## src/rtl/sync_fifo_flags.sv

```systemverilog
// Single-clock first-word-fall-through FIFO with occupancy count, threshold flags,
// sticky overflow/underflow error flags and a synchronous flush.
module sync_fifo_flags #(
  parameter int DEPTH     = 8,
  parameter int DATA_W    = 16,
  parameter int AFULL_TH  = 6,
  parameter int AEMPTY_TH = 2
) (
  input  logic                       clk,
  input  logic                       reset,
  input  logic                       clear_i,
  input  logic                       push_i,
  input  logic [DATA_W-1:0]          push_data_i,
  input  logic                       pop_i,
  output logic [DATA_W-1:0]          pop_data_o,
  output logic                       full_o,
  output logic                       empty_o,
  output logic                       almost_full_o,
  output logic                       almost_empty_o,
  output logic [$clog2(DEPTH):0]     count_o,
  output logic                       overflow_o,
  output logic                       underflow_o
);

  localparam int PTR_W = $clog2(DEPTH);
  localparam int CNT_W = PTR_W + 1;
  localparam logic [CNT_W-1:0] AFULL_LVL  = CNT_W'(AFULL_TH);
  localparam logic [CNT_W-1:0] AEMPTY_LVL = CNT_W'(AEMPTY_TH);
  localparam logic [CNT_W-1:0] ONE        = CNT_W'(1);

  logic [CNT_W-1:0]  wr_ptr_r;
  logic [CNT_W-1:0]  rd_ptr_r;
  logic [CNT_W-1:0]  count_r;
  logic [CNT_W-1:0]  count_nxt_s;
  logic [DATA_W-1:0] mem_r [DEPTH];
  logic              overflow_r;
  logic              underflow_r;
  logic              empty_s;
  logic              full_s;
  logic              pop_ok_s;
  logic              push_ok_s;
  logic [DATA_W-1:0] head_s;

  // Wrap bit distinguishes full from empty when the index bits match.
  assign empty_s   = (wr_ptr_r == rd_ptr_r);
  assign full_s    = (wr_ptr_r[PTR_W] != rd_ptr_r[PTR_W]) &&
                     (wr_ptr_r[PTR_W-1:0] == rd_ptr_r[PTR_W-1:0]);
  assign pop_ok_s  = pop_i & ~empty_s;
  assign push_ok_s = push_i & (~full_s | pop_ok_s);

  // Occupancy next-state from accepted push/pop.
  always_comb begin
    count_nxt_s = count_r;
    case ({push_ok_s, pop_ok_s})
      2'b10:   count_nxt_s = count_r + ONE;
      2'b01:   count_nxt_s = count_r - ONE;
      default: count_nxt_s = count_r;
    endcase
  end

  // Pointers, count and sticky error flags.
  always_ff @(posedge clk or posedge reset) begin
    if (reset) begin
      wr_ptr_r    <= '0;
      rd_ptr_r    <= '0;
      count_r     <= '0;
      overflow_r  <= 1'b0;
      underflow_r <= 1'b0;
    end else if (clear_i) begin
      wr_ptr_r    <= '0;
      rd_ptr_r    <= '0;
      count_r     <= '0;
      overflow_r  <= 1'b0;
      underflow_r <= 1'b0;
    end else begin
      if (push_ok_s) wr_ptr_r <= wr_ptr_r + ONE;
      if (pop_ok_s)  rd_ptr_r <= rd_ptr_r + ONE;
      count_r     <= count_nxt_s;
      overflow_r  <= overflow_r  | (push_i & ~push_ok_s);
      underflow_r <= underflow_r | (pop_i & ~pop_ok_s);
    end
  end

  // Storage array; contents survive flush and reset, only the pointers move.
  always_ff @(posedge clk) begin
    if (push_ok_s && !clear_i && !reset) begin
      mem_r[wr_ptr_r[PTR_W-1:0]] <= push_data_i;
    end
  end

  // Head entry is masked to zero while empty so stale memory never leaks out.
  always_comb begin
    head_s = '0;
    if (empty_s) begin
      head_s = '0;
    end else begin
      head_s = mem_r[rd_ptr_r[PTR_W-1:0]];
    end
  end

  assign pop_data_o     = head_s;
  assign full_o         = full_s;
  assign empty_o        = empty_s;
  assign count_o        = count_r;
  assign almost_full_o  = (count_r >= AFULL_LVL);
  assign almost_empty_o = (count_r <= AEMPTY_LVL);
  assign overflow_o     = overflow_r;
  assign underflow_o    = underflow_r;

endmodule

```

## config.mk

```make
export PLATFORM = sky130hd
export DESIGN_NAME = sync_fifo_flags
export DESIGN_NICKNAME = d
export VERILOG_FILES = /design/src/rtl/sync_fifo_flags.sv
export SDC_FILE = /design/constraint.sdc
export NUM_CORES = 1
export LEC_CHECK = 0
export BUFFER_PORTS_ARGS = -buffer_cell sky130_fd_sc_hd__buf_2
export CAP_MARGIN = 20
export CORE_UTILIZATION = 25
export DETAILED_ROUTE_END_ITERATION = 6
export HOLD_SLACK_MARGIN = 0.12
export PLACE_DENSITY = 0.49
export SLEW_MARGIN = 30
export SYNTH_ARGS = -nofsm -noshare
export SYNTH_HDL_FRONTEND = slang
export SYNTH_SLANG_ARGS = --single-unit
```

## constraint.sdc

```tcl
create_clock -name clk -period 4.6 [get_ports clk]
set_clock_uncertainty 0.1 [all_clocks]
set_input_delay 0.46 -clock clk [delete_from_list [all_inputs] [get_ports clk]]
set_output_delay 0.46 -clock clk [all_outputs]
set_load 0.1 [all_outputs]
```

# After elaboration in Yosys (flattened, before gate mapping)
# Memory sizes are Yosys's and may differ from the RTL's.
# Index checks and enable logic that the tools add are counted.
dict set report op_classes {
  addsub 4
  magnitude_cmp 2
  n_eq_ne 5
  muxes 11
  n_bitwise 11
  reduce_logical 8
}
# op n
set ops {}
lappend ops {{$mux W4} 5}
lappend ops {{$mux W16} 1}
lappend ops {{$add A4 B1 Y4 const B} 3}
lappend ops {{$pmux W4 S2} 1}
lappend ops {{$and A1 B1 Y1} 4}
lappend ops {{$eq A4 B4 Y1} 1}
lappend ops {{$ge A4 B3 Y1 const B} 1}
lappend ops {{$le A4 B2 Y1 const B} 1}
lappend ops {{$mux W1} 4}
lappend ops {{$not A1 Y1} 4}
lappend ops {{$reduce_bool A2 Y1} 2}
lappend ops {{$sub A4 B1 Y4 const B} 1}
lappend ops {{$eq A3 B3 Y1} 1}
lappend ops {{$logic_and A1 B1 Y1} 3}
lappend ops {{$or A1 B1 Y1} 3}
lappend ops {{$reduce_bool A3 Y1} 1}
lappend ops {{$eq A2 B1 Y1 const B} 1}
lappend ops {{$eq A2 B2 Y1 const B} 1}
lappend ops {{$logic_not A1 Y1} 2}
lappend ops {{$ne A1 B1 Y1} 1}
dict set report word_totals {
  reg_bits 14
  mem_bits_rw 128
  inputBits 21
  output_inout_bits 26
  elab_cells 47
  n_memories 1
}
# name words width read_ports rd_clocked_by_memory_dff write_ports line_no
set mem_list {}
lappend mem_list {mem_r 8 16 1 0 1 35} ;# logic [DATA_W-1:0] mem_r [DEPTH];

# Longest topological paths before layout
dict set report depth {
  word_depth 9
  ltp_mapped 11
  depth_no_buf 10
}

# Worst setup path after synthesis
# Ideal clock, no wire load.
dict set report synth_path {
  path_type {reg-to-output}
  start {register count_r[1], in the netlist count_o[1]}
  end {output port almost_empty_o}
  arrival_ns 3.196
  t_required_ns 4.040
  slack_ns 0.844
  stages_incl_launch_ff 2
  n_path_buf 0
  cell_sequence {dfrtp_1 a211oi_1}
}
dict set report synth_via {
  elab_chain_len 1
}
# item line_no
set synth_rtl {}
lappend synth_rtl {{start, declared} 33} ;# logic [CNT_W-1:0] count_r;
lappend synth_rtl {{start signal, assigned} 78} ;# count_r <= count_nxt_s;
lappend synth_rtl {{$le A4 B2 Y1} 106} ;# assign almost_empty_o = (count_r <= AEMPTY_LVL);
lappend synth_rtl {{end, declared} 19} ;# output logic almost_empty_o,
# Every way passes these cells.

# Worst setup path after layout
dict set report layout_path {
  start {register rd_ptr_r[0]}
  end {output port pop_data_o[3]}
}
dict set report layout_via {
  elab_chain_len 2
  elab_cells_between_ends 3
  cone_classes {eq/ne (1); mux (1); memory (1)}
}
# item line_no
set layout_rtl {}
lappend layout_rtl {{start, declared} 32} ;# logic [CNT_W-1:0] rd_ptr_r;
lappend layout_rtl {{start signal, assigned} 77} ;# if (pop_ok_s) rd_ptr_r <= rd_ptr_r + ONE;
lappend layout_rtl {{$mem_v2 Z8 W16 or $eq A4 B4 Y1 (tied branches)} n/a}
lappend layout_rtl {{$mux W16 (*)} 94} ;# if (empty_s) begin
lappend layout_rtl {{end, declared} 15} ;# output logic [DATA_W-1:0] pop_data_o,
# Every way passes the cells marked *; elsewhere a longest branch is shown, timed or not.

==> results.py <==
metrics = {
    "sta": {
        "hold-worst-slack_ps": 212,
        "finalCritPeriodShare_pct": 74.3,
        "max_freq_mhz": 292,
        "setup_viol_count_final": 0,
        "finalHoldViolations": 0,
        "setup_ws_ps": 1180,
        "period_minus_slack_ps": 3420,
        "max-slew-margin-rel_pct": 47.4,
        "tightest_slew_ps": 789,
        "rsz0062_at_grt": "false",
        "report.final.slew_viol_count": 0,
        "fin_tns_setup_ps": 0,
    },
    "cts": {
        "cts_sinks": 142,
        "path_clk_slew_ps": 60,
        "cts_resized": 0,
        "clk_latency_ps": 410,
        "htreeDepth": 4,
        "cts_root_buffer": "clkbuf_16",
        "cts_buffer_depth": 2,
        "post_cts_buffers": 0,
        "cts_inserted_buffers": 17,
        "hold_buffers": 1,
        "cts_tree": "built",
    },
    "pwr": {
        "ir_worst_vdd_uv": 273,
        "sw_frac_of_total_pct": 35.7,
        "power_density_mw_per_mm2": 547,
        "switching_power_mw": 1.38,
        "leakagePower_nw": 2.36,
        "pwr-share-comb_pct": 27.3,
        "p_int_mw": 2.48,
        "total_power_mw": 3.86,
        "clkPwrFrac_pct": 33.9,
        "seq_power_share_pct": 38.8,
    },
    "setup_path": {
        "worstPathRequired_ps": 4040,
        "slowest_stage": "dfrtp_2",
        "startpoint_type": "flop",
        "cp_top_family": "flip-flops",
        "endpoint": "pop_data_o[3]",
        "timing.rr.start": "rd_ptr_r[0]",
        "arrival_ps": 2860,
        "rrSetupSlack_ps": 1650,
        "critical_path.startpoint": "rd_ptr_r[0]",
        "critical_path_buf_inv_count": 2,
        "path_cells": "buf_4 -> mux4_2 -> mux2i_1 -> nor2_1 -> buf_2",
        "slowest_delay_ps": 880,
        "timing.rr.end": "count_o[3]",
        "timing_worst_setup_path_type": "flop to output port",
        "rr_worst_depth": 9,
        "cp.depth": 5,
        "worstSetupEndpointType": "output port",
        "cp_max_fo": 23,
    },
    "finish": {
        "fin_cells": 691,
        "final_core_util_pct": 30.9,
        "final_cell_mix": "edfxtp_1, buf_2, nor2_1",
        "diodes": 0,
        "drive_gt1_share_pct": 36.0,
        "fin_nets": 392,
        "areaGrowthSynthToFinish_pct": 20.4,
        "layout_commonest_cell": "edfxtp_1",
        "stdcell_area_sq_mm": 0.00706,
    },
    "grt": {
        "groute.usage.overall_pct": 10.7,
        "grt_max_degree": 36,
        "gr-total-overflow": 0,
        "grt_pass1_wl_mm": 18.3,
        "grt_pass1_vias": 3121,
        "antenna_found_initial": 1,
    },
    "detailed_routing": {
        "first_pass_iters": 4,
        "drc_errors": 0,
        "num_vias": 2951,
        "route.final.wire_length_mm": 12.0,
        "via_per_inst": 4.27,
        "post_drt_wl_per_cell_um": 17.4,
        "drt_iter0_drc": 143,
        "ant_nets": 0,
    },
    "yosys": {
        "seq_area_frac_synth_pct": 71.5,
        "synthesis.nets": 332,
        "synthArstFlopShare_pct": 9.86,
        "ys_ff_latch": 142,
        "synthCells": 306,
        "avgSynthCellArea_sq_um": 19.2,
        "ys.flop_type": "edfxtp_1",
        "synth_edf_count": 128,
        "yosys.cell_types.count": 42,
        "yosysWarnings": 0,
        "netlist_area_sq_mm": 0.00586,
    },
    "floorplan": {
        "die_h_um": 155,
        "rows": 55,
        "dieWidth_um": 155,
        "dieArea_sq_mm": 0.0241,
        "io_pins": 47,
        "initial_core_util_pct": 25.7,
        "core-area_sq_mm": 0.0228,
    },
    "place": {
        "gp_congestion": 0.651,
        "detailedPlace.worstSlack_ps": 1510,
        "dpl_cell_area_sq_mm": 0.00648,
        "place_inst": 659,
        "dp_hpwl_mm": 7.02,
        "io_buffers": 46,
    },
    "run_status": {
        "status": "finished, final reports clean",
    },
    "hold_path": {
        "min_path_type": "input port to flop",
    },
    "run": {
        "drv_cap": 0,
    },
}
[synthesized netlist by cell type (all sizes together), types with 2 or more instances]
master	number	share of area, %
xor2	4	0.60
buf	13	1.6
xnor2	6	1.4
nand2	3	0.19
a21o	2	0.26
nor2	33	2.1
clkbuf	5	0.32
nand3	6	0.60
nor2b	2	0.21
nor3	3	0.43
mux2	4	0.77
edfxtp	128	66
mux2i	18	3.1
or4	2	0.32
ha	4	0.85
nand2b	3	0.32
a31oi	3	0.58
a21oi	3	0.26
mux4	32	12
nor4	4	0.53
dfrtp	14	6.0
inv	4	0.26
[routing by layer]
layer | GRT usage (%) | vias up | routed length (um)
li1 | - | 1335 | -
met3 | 4.18 | 14 | 640
met5 | 0 | - | 13
met1 | 12.4 | 1537 | 5140
met2 | 18.3 | 63 | 6140
met4 | 3.39 | 2 | 112
[power by group through the flow]
stage | Sequential (mW) | Combinational, mW | Clock, mW
2_1_floorplan | 1.59 | 0.837 | 0
3_3_place_gp | 1.53 | 1.06 | 0
3_5_place_dp | 1.53 | 1.07 | 0
4_1_cts | 1.50 | 1.07 | 1.34
5_1_grt | 1.51 | 1.11 | 1.39
6_report | 1.50 | 1.05 | 1.31
[registers in the layout (all words and copies together) (netlist names)]
name / flops
mem_r: 128
underflow_o: 1
rd_ptr_r: 4
overflow_o: 1
count_o: 4
wr_ptr_r: 4
[worst register-to-register path, stage by stage (launching register included)]
cell,delay (ps)
dfrtp_2,880
xnor2_2,170
nand4_1,180
nand2_1,140
nor2_1,280
ha_1,330
a21oi_1,140
nand2_1,100
a31oi_1,180
mux2_1,340
[final cells by class]
type | instances | area, sq um
clock inverter | 14 | 143
fill | 2270 | 15800
sequential | 142 | 4200
multi-input combinational | 142 | 1560
inverter | 4 | 15.0
tap | 313 | 392
timing repair buffer | 59 | 330
clock buffer | 17 | 425
[kinds of logic (layout without fill, tap and decap cells)]
| kind of cell | after synthesis | in the layout | synth area share, % |
|---|---|---|---|
| flops | 142 | 142 | 71.5 |
| simple gates | 60 | 60 | 5.16 |
| mux | 54 | 54 | 16.1 |
| buf+inv | 22 | 94 | 2.18 |
| compound gates | 13 | 13 | 1.81 |
| xor+xnor | 10 | 10 | 2.01 |
| fa+ha+maj | 5 | 5 | 1.19 |
[worst min path at each step]
stage / to / cells after the start / slack [ps] / from
after global routing: mem_r[7][12] / 1 / 210 / push_data_i[12]
after CTS: mem_r[0][13] / 1 / 200 / push_data_i[13]
after floorplan: count_o[0] / 1 / 250 / reset
after global placement: underflow_o / 2 / 380 / underflow_o
after detailed placement: underflow_o / 2 / 380 / underflow_o
final: mem_r[5][3] / 1 / 210 / push_data_i[3]
Power figures use the tool's default switching activity.
